<file path="config.mk">
export PLATFORM = sky130hd
export DESIGN_NAME = pc_unit
export DESIGN_NICKNAME = d
export VERILOG_FILES = /design/src/rtl/pc_unit.sv
export SDC_FILE = /design/constraint.sdc
export NUM_CORES = 1
export LEC_CHECK = 0
export CELL_PAD_IN_SITES_DETAIL_PLACEMENT = 2
export CELL_PAD_IN_SITES_GLOBAL_PLACEMENT = 2
export CORE_MARGIN = 2
export CORE_UTILIZATION = 39
export CTS_CLUSTER_SIZE = 10
export DETAILED_ROUTE_END_ITERATION = 10
export GPL_TIMING_DRIVEN = 0
export PLACE_DENSITY = 0.85
export SYNTH_ARGS = -nofsm -noshare
export SYNTH_HDL_FRONTEND = slang
export SYNTH_SLANG_ARGS = --single-unit
</file>
<file path="constraint.sdc">
create_clock -name clk -period 12.7 [get_ports clk]
set_input_delay 2.54 -clock clk [delete_from_list [all_inputs] [get_ports clk]]
set_output_delay 2.54 -clock clk [all_outputs]
set_load 0.01 [all_outputs]
</file>
<file path="src/rtl/pc_unit.sv">
// Program-counter unit: next-PC select, trap entry/return,
// target-misalignment redirect and a circular return-address stack.
module pc_unit #(
  parameter int              XLEN      = 32,
  parameter logic [XLEN-1:0] RESET_VEC = '0,
  parameter logic [XLEN-1:0] TRAP_VEC  = XLEN'(32'h0000_0100),
  parameter int              RAS_DEPTH = 4
) (
  input  logic            clk,
  input  logic            areset,
  input  logic            load,
  input  logic [1:0]      pc_src,
  input  logic [XLEN-1:0] imm_ext,
  input  logic [XLEN-1:0] rs1,
  input  logic            ras_push,
  input  logic            trap,
  input  logic            trap_ret,
  output logic [XLEN-1:0] pc,
  output logic [XLEN-1:0] pc_plus4,
  output logic [XLEN-1:0] epc,
  output logic            misalign,
  output logic            ras_empty,
  output logic            ras_full
);

  localparam int PW = $clog2(RAS_DEPTH);
  localparam int CW = PW + 1;

  logic [XLEN-1:0] pc_q, pc_d;
  logic [XLEN-1:0] epc_q, epc_d;
  logic            mis_q, mis_d;
  logic [PW-1:0]   top_q, top_d;
  logic [CW-1:0]   cnt_q, cnt_d;
  logic [XLEN-1:0] ras_q [RAS_DEPTH];

  logic            ras_we;
  logic [PW-1:0]   ras_wa;
  logic [XLEN-1:0] tgt;
  logic            pop;
  logic            empty;
  logic            full;

  assign pc_plus4  = pc_q + XLEN'(4);
  assign empty     = (cnt_q == '0);
  assign full      = (cnt_q == CW'(RAS_DEPTH));
  assign pop       = (pc_src == 2'd3);

  assign pc        = pc_q;
  assign epc       = epc_q;
  assign misalign  = mis_q;
  assign ras_empty = empty;
  assign ras_full  = full;

  // Candidate target; an empty stack falls back to the sequential PC.
  always_comb begin
    tgt = pc_plus4;
    unique case (pc_src)
      2'd0: tgt = pc_plus4;
      2'd1: tgt = pc_q + imm_ext;
      2'd2: tgt = (rs1 + imm_ext) & ~XLEN'(1);
      default: tgt = empty ? pc_plus4 : ras_q[top_q];
    endcase
  end

  // Prioritised next-state: trap, trap return, misaligned redirect, normal.
  always_comb begin
    pc_d   = pc_q;
    epc_d  = epc_q;
    mis_d  = 1'b0;
    top_d  = top_q;
    cnt_d  = cnt_q;
    ras_we = 1'b0;
    ras_wa = top_q;
    if (load) begin
      if (trap) begin
        pc_d  = TRAP_VEC;
        epc_d = pc_q;
      end else if (trap_ret) begin
        pc_d = epc_q;
      end else if (tgt[1:0] != 2'b00) begin
        pc_d  = TRAP_VEC;
        epc_d = pc_q;
        mis_d = 1'b1;
      end else begin
        pc_d = tgt;
        if (ras_push && pop && !empty) begin
          // Return and call together: replace the top in place.
          ras_we = 1'b1;
          ras_wa = top_q;
        end else if (ras_push) begin
          ras_we = 1'b1;
          ras_wa = top_q + PW'(1);
          top_d  = top_q + PW'(1);
          if (!full) cnt_d = cnt_q + CW'(1);
        end else if (pop && !empty) begin
          top_d = top_q - PW'(1);
          cnt_d = cnt_q - CW'(1);
        end
      end
    end
  end

  // Architectural state with asynchronous reset.
  always_ff @(posedge clk or negedge areset) begin
    if (!areset) begin
      pc_q  <= RESET_VEC;
      epc_q <= '0;
      mis_q <= 1'b0;
      top_q <= '0;
      cnt_q <= '0;
    end else begin
      pc_q  <= pc_d;
      epc_q <= epc_d;
      mis_q <= mis_d;
      top_q <= top_d;
      cnt_q <= cnt_d;
    end
  end

  // Stack storage; contents are meaningless until counted in.
  always_ff @(posedge clk) begin
    if (ras_we) ras_q[ras_wa] <= pc_plus4;
  end

endmodule

</file>
## Yosys cells after proc, flatten, opt, wreduce, memory -nomap -nowiden

Memory sizes are Yosys's and may differ from the RTL's.
Index checks and enable logic that the tools add are counted.
Widths: inputs -> output; s select.

- Add/sub/neg operators: 7
- Eq/ne operators: 6
- Muxes and demuxes: 31
- Bitwise operators: 4
- Reduce and logical (&&, ||, !) cells: 12

Operators by type and width:

| operator | count |
|---|---|
| $mux 32 | 7 |
| $pmux 32 s3 | 1 |
| $add 32x32->32 | 2 |
| $add 32x3->32 const B | 1 |
| $mux 2 | 8 |
| $mux 1 | 12 |
| $mux 3 | 3 |
| $reduce_and 7->1 | 1 |
| $reduce_and 6->1 | 1 |
| $reduce_bool 2->1 | 3 |
| $eq 2x2->1 const B | 2 |
| $ne 2x2->1 const B | 2 |
| $not 1->1 | 4 |
| $add 3x1->3 const B | 1 |
| $eq 3x3->1 const B | 1 |
| $logic_and 1x1->1 | 3 |
| $logic_not 3->1 | 1 |
| $reduce_and 3->1 | 1 |
| $sub 3x1->3 const B | 1 |
| $add 2x1->2 const B | 1 |
| $eq 2x1->1 const B | 1 |
| $logic_not 2->1 | 1 |
| $sub 2x1->2 const B | 1 |
| $logic_not 1->1 | 1 |

- Register bits after elaboration: 70
- RAM bits: 128
- Input bits: 72
- Output and inout bits: 99
- Memories kept: 1

Memory list:

| memory | depth | width | read ports | clocked after Yosys merged registers in | write ports | line | text |
|---|---|---|---|---|---|---|---|
| ras_q | 4 | 32 | 1 | 0 | 1 | 34 | `logic [XLEN-1:0] ras_q [RAS_DEPTH];` |

## Logic depth before layout (Yosys ltp)

- Word-level depth: 10
- Depth in mapped cells: 12

## Worst setup path before layout

No wires, ideal clock.

- Path type: input-to-reg
- From: input imm_ext[0]
- To: memory ras_q[3][0], enable pin
- Setup time: 0.432 ns
- Arrival time: 5.807 ns
- Data required time: 12.268 ns
- Path slack: 6.461 ns
- Stages on the path: 10
- Path through: ha_1 > inv_1 > fa_1 > a32o_2 > a221o_1 > nand2_1 > nor2_2 > buf_2 > nand2_1 > a21oi_1

- Longest elaborated chain between the ends: 9

RTL lines:

| item | line | text |
|---|---|---|
| start: declaration | 13 | `input logic [XLEN-1:0] imm_ext,` |
| $add 32x32->32 (on tied branches) | 59, 60 |  |
| $pmux 32 s3 * | 57 | `unique case (pc_src)` |
| $reduce_bool 2->1 * | 80 | `end else if (tgt[1:0] != 2'b00) begin` |
| $mux 1 | 80 |  |
| $mux 1 | 78 | `end else if (trap_ret) begin` |
| $mux 1 | 75 | `if (trap) begin` |
| $mux 1 | 74 | `if (load) begin` |
| $mux 1 | 122 | `if (ras_we) ras_q[ras_wa] <= pc_plus4;` |
| $mux 1 (implied by the code) | 122 |  |
| end: declaration | 34 |  |

Mark *: on every way between the ends. The rest lies on a longest branch, timed or not.

## Worst setup path after layout

- From: input imm_ext[0]
- To: memory ras_q[2][24], enable pin

The elaborated chain is that of the path after synthesis.

==> impl_metrics.tcl <==
set metrics [dict create \
    antenna_cells 0 \
    critPathCaptureType "flip-flop" \
    cp_top_family "simple AND/OR/NAND/NOR gates" \
    setup_tns_ns 0 \
    clockRootBuffer "clkbuf_16" \
    path_buf_inv 4 \
    avgViaCountPerCell 6.35 \
    layout.nets 1539 \
    cts_tree "built" \
    wl_per_cell_um 30.3 \
    hold_violations 0 \
    p_leak_nw 6.07 \
    antenna_found_initial 0 \
    crit_top_cell "nand2_1" \
    crit_required_ns 12.85 \
    rows 66 \
    yosysTopAreaCell "edfxtp_1" \
    drt-total-wl_um 56200 \
    synth_cells 1207 \
    die-area_mm2 0.0342 \
    gp_congestion 0.928 \
    syn2layout_area_growth_pct 23.6 \
    ctsHoldBuffers 0 \
    clk_pin_slew_ns 0.07 \
    p_total_mw 2.27 \
    dr_total_vias 11788 \
    path_class "in2reg" \
    cts_buffers 17 \
    power_density_mw_per_mm2 144 \
    grt_util_all_layers 0.333 \
    synth.top_cell.area_share 0.301 \
    ys_seq_area_frac 0.438 \
    critPathMaxFanout 17 \
    worstPathArrival_ns 7.03 \
    slew_viol_final 0 \
    setup_viol 0 \
    synthTopCellsByCount "edfxtp_1 (128), nor2_1 (112), a21oi_1 (83), nand2_1 (77), dfrtp_1 (70)" \
    insertion_delay_ns 0.45 \
    ioPinCount 171 \
    worst_pin_slew_ns 1.07 \
    drt-initial-drc-count 1014 \
    hpwl_um 42000 \
    initial_core_util 0.394 \
    syn_area_mm2 0.0128 \
    drive_gt1_frac 0.0998 \
    async_flop_share 0.354 \
    dieHeight_um 185 \
    drtPass1Iterations 5 \
    start_kind "input pin" \
    grt.overflow.total 0 \
    whs_ns 0.525 \
    hp-class "reg2reg" \
    yosys.cell_types.count 75 \
    die_x_um 185 \
    grt_start_max_net_pins 57 \
    synth_edf_count 128 \
    port_buffers 169 \
    ant_nets 0 \
    synth_ff_type "edfxtp_1" \
    finalCriticalPeriod_ns 6.88 \
    synth-seq-cells 198 \
    post-route-util 0.487 \
    multi_input_area_mm2 0.00680 \
    synth_area_leaders "edfxtp_1 (30%), dfrtp_1 (14%), ha_1 (6.3%)" \
    syn_area_per_cell_um2 10.6 \
    ys_warn_count 0 \
    grt_pass1_wl_um 83200 \
    cts-htree-levels 4 \
    drc 0 \
    numClockSinks 198 \
    clock-skew-final_ns 0.0140 \
    path_cells "clkdlybuf4s50_1 -> ha_1 -> inv_1 -> fa_1 -> a32o_2 -> a221o_1 -> nand2_1 -> nor2_2 -> buf_2 -> nand2_1 -> nor2_4 -> buf_16" \
    cp_slowest_stage_delay_ns 0.69 \
    clockBufferDepth 2 \
    grt_pass1_vias 12522 \
    synth_most_common_cell "edfxtp_1" \
    maxCapViolations 0 \
    seq_area_mm2 0.00560 \
    place_ws_ns 5.62 \
    n_fill_cell 3340 \
    irDropWorstVdd_v 0.000110 \
    coreArea_mm2 0.0324 \
    rsz0062_at_grt "false" \
    cts_resized 0 \
    maxSlewHeadroom 0.283 \
    cp_slowest_cell "nor2_2" \
    fin_crit_sh 0.542 \
    fmax_mhz 145 \
    layout_setup_ws_ns 5.82 \
    synth.net_count 1346 \
    status "finished, final reports clean" \
    cts_setup_buffers 0 \
]
## cells in the final DEF, fill, tap and decap left out, drive strengths merged, types with 12 or more instances in the layout
master	count
nor2	114
o221ai	15
o211ai	16
nand3	37
a21o	26
inv	38
a21oi	83
dfrtp	70
nand4	17
nand2b	12
and2	16
mux4	33
xnor2	34
mux2	36
a22oi	16
xor2	39
buf	29
a211oi	24
nor2b	14
clkdlybuf4s50	168
o21a	12
and3	12
clkbuf	58
nand2	77
ha	64
nor3	18
a31oi	15
o21ai	60
edfxtp	128
## path summary, 6_finish.rpt
path | start | endpoint | slack [ns] | depth (start not counted)
max | imm_ext[0] | ras_q[2][24]$_DFFE_PP_ | 5.82 | 12
min | cnt_q[2]$_DFFE_PN0P_ | cnt_q[2]$_DFFE_PN0P_ | 0.52 | 1
max reg2reg | pc[0]$_DFFE_PN0P_ | ras_q[2][24]$_DFFE_PP_ | 7.76 | 11
min reg2reg | cnt_q[2]$_DFFE_PN0P_ | cnt_q[2]$_DFFE_PN0P_ | 0.52 | 1
max in group asynchronous | areset | pc[2]$_DFFE_PN0P_ | 10.13 | 2
min in group asynchronous | areset | epc[30]$_DFFE_PN0P_ | 1.96 | 1
## cell type report
cell class | count | share of cell area
multi-input cells | 910 | 0.431
flip-flops and latches | 198 | 0.355
repair buffers | 174 | 0.115
well taps | 442 | 0.0351
clock buffers | 20 | 0.0277
plain buffers | 61 | 0.0165
clock inverters | 12 | 0.0112
inverters | 38 | 0.00904
## sequential cells by signal (all words and copies together), names as in the netlist
signal	count
top_q	2
misalign	1
cnt_q	3
pc	32
epc	32
ras_q	128
## per-layer routing
layer,vias up,global-route usage,share of wire
met3,133,0.0511,0.067
met5,-,0,0
met1,6089,0.441,0.41
met2,569,0.550,0.48
li1,4997,-,-
met4,0,0.131,0.038
## per-stage QoR
stage,cells,instance area [um^2]
5_1_grt,1855,15800
2_1_floorplan,1207,12800
6_report,1855,15800
4_1_cts,1855,15800
3_5_place_dp,1823,15200
3_3_place_gp,1818,15000
## where the power goes
part | internal (mW) | switching (mW) | total (mW)
logic | 0.352 | 0.540 | 0.892
registers | 0.733 | 0.0639 | 0.797
clock network | 0.330 | 0.255 | 0.586
## worst register-to-register path, stage by stage (launching register included)
cell	delay, ns
dfrtp_1	0.62
ha_1	0.34
inv_1	0.10
fa_1	0.56
a32o_2	0.18
a221o_1	0.28
nand2_1	0.16
nor2_2	0.69
buf_2	0.47
nand2_1	0.35
nor2_4	0.64
buf_16	0.25
## cells by family after synthesis
family / Yosys count / share of synthesized area
compound gates: 354 / 0.190
simple gates: 339 / 0.126
flops: 198 / 0.438
buf+inv: 99 / 0.0316
mux: 77 / 0.0963
xor+xnor: 73 / 0.0501
fa+ha+maj: 67 / 0.0675
Note: power is estimated with default switching activity, not from simulation.
